--- src/rtl/clock_pkg.sv ---
// Shared definitions for the desk-clock time-setting controller:
// state encoding, edit_field codes, field width, default limits and
// the wrap-around arithmetic used by every editable field.
package clock_pkg;

  localparam int FIELD_W      = 6;
  localparam int DEF_HOUR_MAX = 23;
  localparam int DEF_MIN_MAX  = 59;
  localparam int DEF_SEC_MAX  = 59;

  typedef enum logic [2:0] {
    ST_RUN    = 3'd0,
    ST_EDIT_H = 3'd1,
    ST_EDIT_M = 3'd2,
    ST_EDIT_S = 3'd3,
    ST_COMMIT = 3'd4
  } state_e;

  typedef enum logic [1:0] {
    EF_NONE = 2'd0,
    EF_HOUR = 2'd1,
    EF_MIN  = 2'd2,
    EF_SEC  = 2'd3
  } edit_field_e;

  // Increment with wrap to zero once the limit is reached (an out-of-range
  // snapshot also wraps to zero rather than running past the limit).
  function automatic logic [FIELD_W-1:0] wrap_inc(input logic [FIELD_W-1:0] val,
                                                  input logic [FIELD_W-1:0] max);
    if (val >= max) begin
      wrap_inc = {FIELD_W{1'b0}};
    end else begin
      wrap_inc = val + {{(FIELD_W-1){1'b0}}, 1'b1};
    end
  endfunction

  // Decrement with wrap from zero back to the limit.
  function automatic logic [FIELD_W-1:0] wrap_dec(input logic [FIELD_W-1:0] val,
                                                  input logic [FIELD_W-1:0] max);
    if (val == {FIELD_W{1'b0}}) begin
      wrap_dec = max;
    end else begin
      wrap_dec = val - {{(FIELD_W-1){1'b0}}, 1'b1};
    end
  endfunction

endpackage

--- src/rtl/field_editor.sv ---
// One editable time field: snapshot load from the live counter, plus
// wrap-around increment/decrement while the field is selected.
module field_editor
  import clock_pkg::*;
#(
  parameter int MAX = DEF_MIN_MAX
) (
  input  logic               clk,
  input  logic               rst,
  input  logic               snap_en_i,
  input  logic [FIELD_W-1:0] snap_val_i,
  input  logic               en_i,
  input  logic               inc_i,
  input  logic               dec_i,
  output logic [FIELD_W-1:0] value_o
);

  localparam logic [FIELD_W-1:0] MAX_V = FIELD_W'(MAX);

  logic [FIELD_W-1:0] value_q;
  logic [FIELD_W-1:0] value_d;

  // Next value: snapshot has priority; simultaneous inc and dec cancel out.
  always_comb begin
    value_d = value_q;
    if (snap_en_i) begin
      value_d = snap_val_i;
    end else if (en_i && inc_i && !dec_i) begin
      value_d = wrap_inc(value_q, MAX_V);
    end else if (en_i && dec_i && !inc_i) begin
      value_d = wrap_dec(value_q, MAX_V);
    end else begin
      value_d = value_q;
    end
  end

  // Field value register.
  always_ff @(posedge clk) begin
    if (rst) begin
      value_q <= {FIELD_W{1'b0}};
    end else begin
      value_q <= value_d;
    end
  end

  assign value_o = value_q;

endmodule

--- src/rtl/clock_set_ctrl.sv ---
// Time-setting controller: turns debounced button pulses into an
// hour -> minute -> second edit session, freezes timekeeping while editing,
// issues one load strobe on commit and drives field blanking for blinking.
module clock_set_ctrl
  import clock_pkg::*;
#(
  parameter int HOUR_MAX  = DEF_HOUR_MAX,
  parameter int MIN_MAX   = DEF_MIN_MAX,
  parameter int SEC_MAX   = DEF_SEC_MAX,
  parameter int TIMEOUT_S = 30
) (
  input  logic               clk,
  input  logic               rst,
  input  logic               btn_mode,
  input  logic               btn_inc,
  input  logic               btn_dec,
  input  logic               tick_1hz,
  input  logic               tick_blink,
  input  logic [FIELD_W-1:0] cur_hour,
  input  logic [FIELD_W-1:0] cur_min,
  input  logic [FIELD_W-1:0] cur_sec,
  output logic               run_en,
  output logic               load_en,
  output logic [FIELD_W-1:0] hour_data,
  output logic [FIELD_W-1:0] min_data,
  output logic [FIELD_W-1:0] sec_data,
  output logic [1:0]         edit_field,
  output logic [2:0]         field_visible
);

  // The timer only ever needs to hold 0..TIMEOUT_S-1.
  localparam int               TMR_W      = (TIMEOUT_S > 1) ? $clog2(TIMEOUT_S) : 1;
  localparam logic [TMR_W-1:0] TIMER_LAST = TMR_W'(TIMEOUT_S - 1);

  state_e           state_q, state_d;
  logic [TMR_W-1:0] timer_q, timer_d;
  logic             blink_q, blink_d;
  logic             run_en_q, run_en_d;
  logic             load_en_q, load_en_d;
  edit_field_e      edit_field_q, edit_field_d;
  logic [2:0]       field_visible_q, field_visible_d;

  logic in_edit_s;
  logic incdec_s;
  logic accepted_s;
  logic timeout_s;
  logic snap_s;

  assign in_edit_s  = (state_q == ST_EDIT_H) || (state_q == ST_EDIT_M) || (state_q == ST_EDIT_S);
  assign incdec_s   = btn_inc ^ btn_dec;
  assign accepted_s = in_edit_s && (btn_mode || incdec_s);
  assign timeout_s  = in_edit_s && tick_1hz && (timer_q == TIMER_LAST) && !accepted_s;
  assign snap_s     = (state_q == ST_RUN) && btn_mode;

  // Session FSM next state: mode steps through the fields, idle timeout abandons.
  always_comb begin
    state_d = state_q;
    case (state_q)
      ST_RUN: begin
        if (btn_mode) begin
          state_d = ST_EDIT_H;
        end else begin
          state_d = ST_RUN;
        end
      end
      ST_EDIT_H: begin
        if (btn_mode) begin
          state_d = ST_EDIT_M;
        end else if (timeout_s) begin
          state_d = ST_RUN;
        end else begin
          state_d = ST_EDIT_H;
        end
      end
      ST_EDIT_M: begin
        if (btn_mode) begin
          state_d = ST_EDIT_S;
        end else if (timeout_s) begin
          state_d = ST_RUN;
        end else begin
          state_d = ST_EDIT_M;
        end
      end
      ST_EDIT_S: begin
        if (btn_mode) begin
          state_d = ST_COMMIT;
        end else if (timeout_s) begin
          state_d = ST_RUN;
        end else begin
          state_d = ST_EDIT_S;
        end
      end
      ST_COMMIT: state_d = ST_RUN;
      default:   state_d = ST_RUN;
    endcase
  end

  // Idle timer and blink phase: any accepted press restarts both.
  always_comb begin
    timer_d = timer_q;
    blink_d = blink_q;
    if (!in_edit_s || accepted_s || timeout_s) begin
      timer_d = {TMR_W{1'b0}};
      blink_d = 1'b1;
    end else begin
      if (tick_1hz) begin
        timer_d = timer_q + {{(TMR_W-1){1'b0}}, 1'b1};
      end else begin
        timer_d = timer_q;
      end
      if (tick_blink) begin
        blink_d = ~blink_q;
      end else begin
        blink_d = blink_q;
      end
    end
  end

  // Output decode from the upcoming state so every output is a flop.
  always_comb begin
    run_en_d        = 1'b0;
    load_en_d       = 1'b0;
    edit_field_d    = EF_NONE;
    field_visible_d = 3'b111;
    case (state_d)
      ST_RUN:    run_en_d = 1'b1;
      ST_EDIT_H: begin
        edit_field_d    = EF_HOUR;
        field_visible_d = {blink_d, 2'b11};
      end
      ST_EDIT_M: begin
        edit_field_d    = EF_MIN;
        field_visible_d = {1'b1, blink_d, 1'b1};
      end
      ST_EDIT_S: begin
        edit_field_d    = EF_SEC;
        field_visible_d = {2'b11, blink_d};
      end
      ST_COMMIT: load_en_d = 1'b1;
      default:   run_en_d = 1'b1;
    endcase
  end

  // Control state and registered outputs.
  always_ff @(posedge clk) begin
    if (rst) begin
      state_q         <= ST_RUN;
      timer_q         <= {TMR_W{1'b0}};
      blink_q         <= 1'b1;
      run_en_q        <= 1'b1;
      load_en_q       <= 1'b0;
      edit_field_q    <= EF_NONE;
      field_visible_q <= 3'b111;
    end else begin
      state_q         <= state_d;
      timer_q         <= timer_d;
      blink_q         <= blink_d;
      run_en_q        <= run_en_d;
      load_en_q       <= load_en_d;
      edit_field_q    <= edit_field_d;
      field_visible_q <= field_visible_d;
    end
  end

  // Mode wins over inc/dec, so a press that advances the field never edits.
  field_editor #(.MAX(HOUR_MAX)) u_hour (
    .clk(clk), .rst(rst), .snap_en_i(snap_s), .snap_val_i(cur_hour),
    .en_i(state_q == ST_EDIT_H), .inc_i(btn_inc && !btn_mode),
    .dec_i(btn_dec && !btn_mode), .value_o(hour_data)
  );

  field_editor #(.MAX(MIN_MAX)) u_min (
    .clk(clk), .rst(rst), .snap_en_i(snap_s), .snap_val_i(cur_min),
    .en_i(state_q == ST_EDIT_M), .inc_i(btn_inc && !btn_mode),
    .dec_i(btn_dec && !btn_mode), .value_o(min_data)
  );

  field_editor #(.MAX(SEC_MAX)) u_sec (
    .clk(clk), .rst(rst), .snap_en_i(snap_s), .snap_val_i(cur_sec),
    .en_i(state_q == ST_EDIT_S), .inc_i(btn_inc && !btn_mode),
    .dec_i(btn_dec && !btn_mode), .value_o(sec_data)
  );

  assign run_en        = run_en_q;
  assign load_en       = load_en_q;
  assign edit_field    = edit_field_q;
  assign field_visible = field_visible_q;

endmodule

--- config.mk ---
export PLATFORM = sky130hd
export DESIGN_NAME = clock_set_ctrl
export DESIGN_NICKNAME = d
export VERILOG_FILES = /design/src/rtl/clock_pkg.sv /design/src/rtl/field_editor.sv /design/src/rtl/clock_set_ctrl.sv
export SDC_FILE = /design/constraint.sdc
export NUM_CORES = 1
export LEC_CHECK = 0
export ABC_AREA = 1
export CORE_MARGIN = 1.5
export CORE_UTILIZATION = 55
export CTS_CLUSTER_SIZE = 10
export DETAILED_ROUTE_END_ITERATION = 7
export GPL_ROUTABILITY_DRIVEN = 0
export PLACE_DENSITY_LB_ADDON = 0.1
export RECOVER_POWER = 25
export SETUP_SLACK_MARGIN = 0.1
export SYNTH_ARGS = -nofsm -noshare
export SYNTH_HDL_FRONTEND = slang
export SYNTH_SLANG_ARGS = --single-unit
export TNS_END_PERCENT = 100
--- constraint.sdc ---
create_clock -name clk -period 3.3 [get_ports clk]
set_input_delay 0.66 -clock clk [delete_from_list [all_inputs] [get_ports clk]]
set_output_delay 0.66 -clock clk [all_outputs]
set_load 0.02 [all_outputs]
==> summary.txt <==
CTS
  – Clock sink count: 34
  – CTS Hold Bufs: 0
  – Root buffer cell: sky130_fd_sc_hd__clkbuf_8
  – CTS H-tree depth: 2
  – Number of setup buffers added after CTS: 0
  – TritonCTS clock tree: built
  – Clock transition time at the flip-flop clock pins of the worst setup and hold paths: 80 ps
  – Count of instances resized after the clock tree is built: 0
  – CTS buffer count: 5
  – Worst skew pair latency: 290 ps
  – Max Buffers Root-to-Sink: 2

STA
  – Number of hold violations in the final report: 0
  – Clock period minus worst slack: 2495 ps
  – Final count of negative-setup-slack endpoints: 0
  – Slew Viols, Final: 0
  – Skew final: 7.621 ps
  – Slack of the critical path: 805.4 ps
  – Worst Max-Slew Pin Slew: 516.9 ps
  – Fraction of the cycle the final worst path needs: 0.7559
  – RSZ-0062 raised after global routing: no
  – Fin Setup TNS: 0 ps
  – Achievable clock frequency: 400.9 MHz
  – Headroom to the max-slew limit: 0.6517

Critical path
  – Kind of end point of the critical path: flop
  – CP required: 3470 ps
  – Critical path startpoint: btn_mode
  – Launching point of the worst reg2reg path: state_q[0]
  – Maximum single-stage delay on the critical path: 560 ps
  – Worst Setup Path Type: in -> reg
  – Type of origin of the critical path: primary input
  – Max FO, Critical Path: 18
  – Cell with the largest stage delay on the worst path: sky130_fd_sc_hd__dlygate4sd3_1
  – Critical Path, Cell by Cell: dlygate4sd3_1, inv_1, nor2_1, nand2_1, buf_4, nand3_2, o21ai_0, a21oi_1
  – Critical Path AT: 2660 ps

GRT
  – Pin count of the biggest net entering global routing: 19
  – GRT Resource Usage Total: 0.2372
  – Vias in the first global route: 2023
  – Antenna violations before repair: 0
  – Wire length of the first global-routing pass: 8556 microns
  – Total grt overflow: 0

Finish
  – Area growth, synth to finish: 25.26%
  – Number of nets in the finished design: 447
  – Final core utilization: 0.7303
  – ANT cells: 0
  – Post-route cell area: 0.002984 sq mm
  – Fraction of layout instances using a drive strength above 1: 0.07524

Place
  – Placement-stage cell area: 0.002877 sq mm
  – Number of I/O port buffers: 49
  – Worst slack at placement: 732.6 ps
  – Post-DP HPWL: 4001 microns

Die
  – Width of the chip: 68.82 microns
  – Standard-cell rows: 23
  – Standard cell core area: 0.004086 sq mm
  – Initial cell density of the core: 0.5830
  – Die height: 68.82 microns
  – Number of top-level design ports: 50
  – Die area: 0.004736 sq mm

Detailed routing
  – Average wire per cell in the routed design: 11.74 microns
  – Vias/cell: 5.255
  – Via count: 2428
  – Drt first pass iters: 4
  – First DRT Iteration DRCs: 192
  – Post-route antenna net violation count: 0
  – Drt total wl: 5424 microns
  – Total DRC errors in the routed layout: 0

Synthesis
  – Post-synth EDFFs: 0
  – Commonest register cell after synthesis: sky130_fd_sc_hd__dfxtp_1
  – Leading cell types by count after synthesis: 88 x sky130_fd_sc_hd__nand2_1, 39 x sky130_fd_sc_hd__inv_1, 34 x sky130_fd_sc_hd__dfxtp_1, 34 x sky130_fd_sc_hd__nor2_1, 29 x sky130_fd_sc_hd__o21ai_0
  – Proportion of register bits with asynchronous set or reset after synthesis: 0
  – Unique masters post-synth: 35
  – Library cell with the largest summed area after synthesis: sky130_fd_sc_hd__dfxtp_1
  – Sequential-to-total area share from yosys stat: 0.2857
  – Net count of the mapped netlist: 400
  – Post-Syn Area: 0.002382 sq mm
  – Synth Register Bits: 34
  – Yosys top cell area share: 0.2857
  – Leading cell types by total area after synthesis: sky130_fd_sc_hd__dfxtp_1 29%, sky130_fd_sc_hd__nand2_1 14%, sky130_fd_sc_hd__inv_1 6.1%, sky130_fd_sc_hd__o21ai_0 6.1%, sky130_fd_sc_hd__ha_1 5.8%
  – Most common cell in the synthesized netlist: sky130_fd_sc_hd__nand2_1
  – Average footprint of a synthesized cell: 6.545 sq um
  – Mapped Cells: 364
  – Number of warning messages in the yosys log: 0

Outcome
  – Outcome: finished, final reports clean

Job
  – Count of maximum capacitance violations: 0

Pwr
  – Total power per unit cell area: 447.9 mW/mm^2
  – Worst vdd rail ir drop: 0.2914 mV
  – Static power due to leakage: 0.001341 uW

Worst hold path
  – Source of the worst hold timing path: timer_q[0]
  – Worst hold path type: reg -> reg
[where the power goes]
group | switching, uW | internal [uW] | leakage (uW)
combinational | 255 | 198 | 0.00101
sequential | 54.9 | 443 | 0.000279
clock | 160 | 225 | 0.0000504
total | 471 | 866 | 0.00134
[placed cells by master, fill, tap and decap left out, drive strengths merged]
| cell | instances |
|---|---|
| bufinv | 1 |
| xor2 | 10 |
| nor2 | 44 |
| dfxtp | 34 |
| nand3b | 2 |
| clkdlybuf4s50 | 40 |
| clkinvlp | 2 |
| clkbuf | 5 |
| and2 | 1 |
| or2 | 5 |
| buf | 2 |
| ha | 11 |
| dlygate4sd3 | 9 |
| o211ai | 3 |
| a31oi | 5 |
| xnor2 | 4 |
| o21bai | 1 |
| nand3 | 30 |
| nor3 | 4 |
| o22ai | 1 |
| nand2 | 91 |
| mux2i | 1 |
| inv | 41 |
| nand4 | 8 |
| a21oi | 23 |
| o31ai | 1 |
| o21ai | 33 |
[layout make-up]
cell class	instances	area [sq um]
inverter	41	153.9
sequential	34	680.7
tap	50	62.56
clock buffer	5	68.82
multi-input combinational	278	1468
timing repair buffer	51	505.5
clock inverter	3	45.04
fill	361	1102
[final timing paths]
kind / endpoint / slack (ps) / cells past startpoint
min reg2reg: timer_q[0] / 530 / 2
min: timer_q[0] / 530 / 2
max: u_min.value_o[4] / 810 / 8
max reg2reg: u_min.value_o[4] / 1530 / 6
[worst max-delay path: cells and delay by family]
family | cells | cell delay (ps)
AOI/OAI and AO/OA | 2 | 280
buffers and inverters | 3 | 1070
and+or+nand+nor | 3 | 660
[cell families after synthesis]
logic type / Yosys count / share of synthesized area
simple gates: 185 / 0.3545
compound gates: 67 / 0.1507
buf+inv: 52 / 0.09558
flops: 34 / 0.2857
xor+xnor: 14 / 0.05147
fa+ha+maj: 11 / 0.05777
mux: 1 / 0.004202
[metal layers]
layer  vias to the layer above  wire, microns  GRT usage
met5                         -              0          0
met4                         0             63    0.06373
met3                         7            230    0.05357
met2                        54           2533     0.4123
met1                      1088           2597     0.2944
li1                       1279              -          -
[stage by stage]
stage	power, uW	hold WS (ps)	instances
2_1_floorplan	816.7	494.6	364
3_3_place_gp	950.8	512.6	454
3_5_place_dp	959.2	527.3	454
4_1_cts	1348	538.3	462
5_1_grt	1427	562.5	462
6_report	1337	532.5	462
[registers in the layout, indices dropped and copies added, names as in the netlist]
| signal | flops |
|---|---|
| field_visible | 3 |
| load_en | 1 |
| timer_q | 5 |
| run_en | 1 |
| u_hour.value_o | 6 |
| edit_field | 2 |
| u_min.value_o | 6 |
| u_sec.value_o | 6 |
| blink_q | 1 |
| state_q | 3 |
Power figures use the tool's default switching activity.
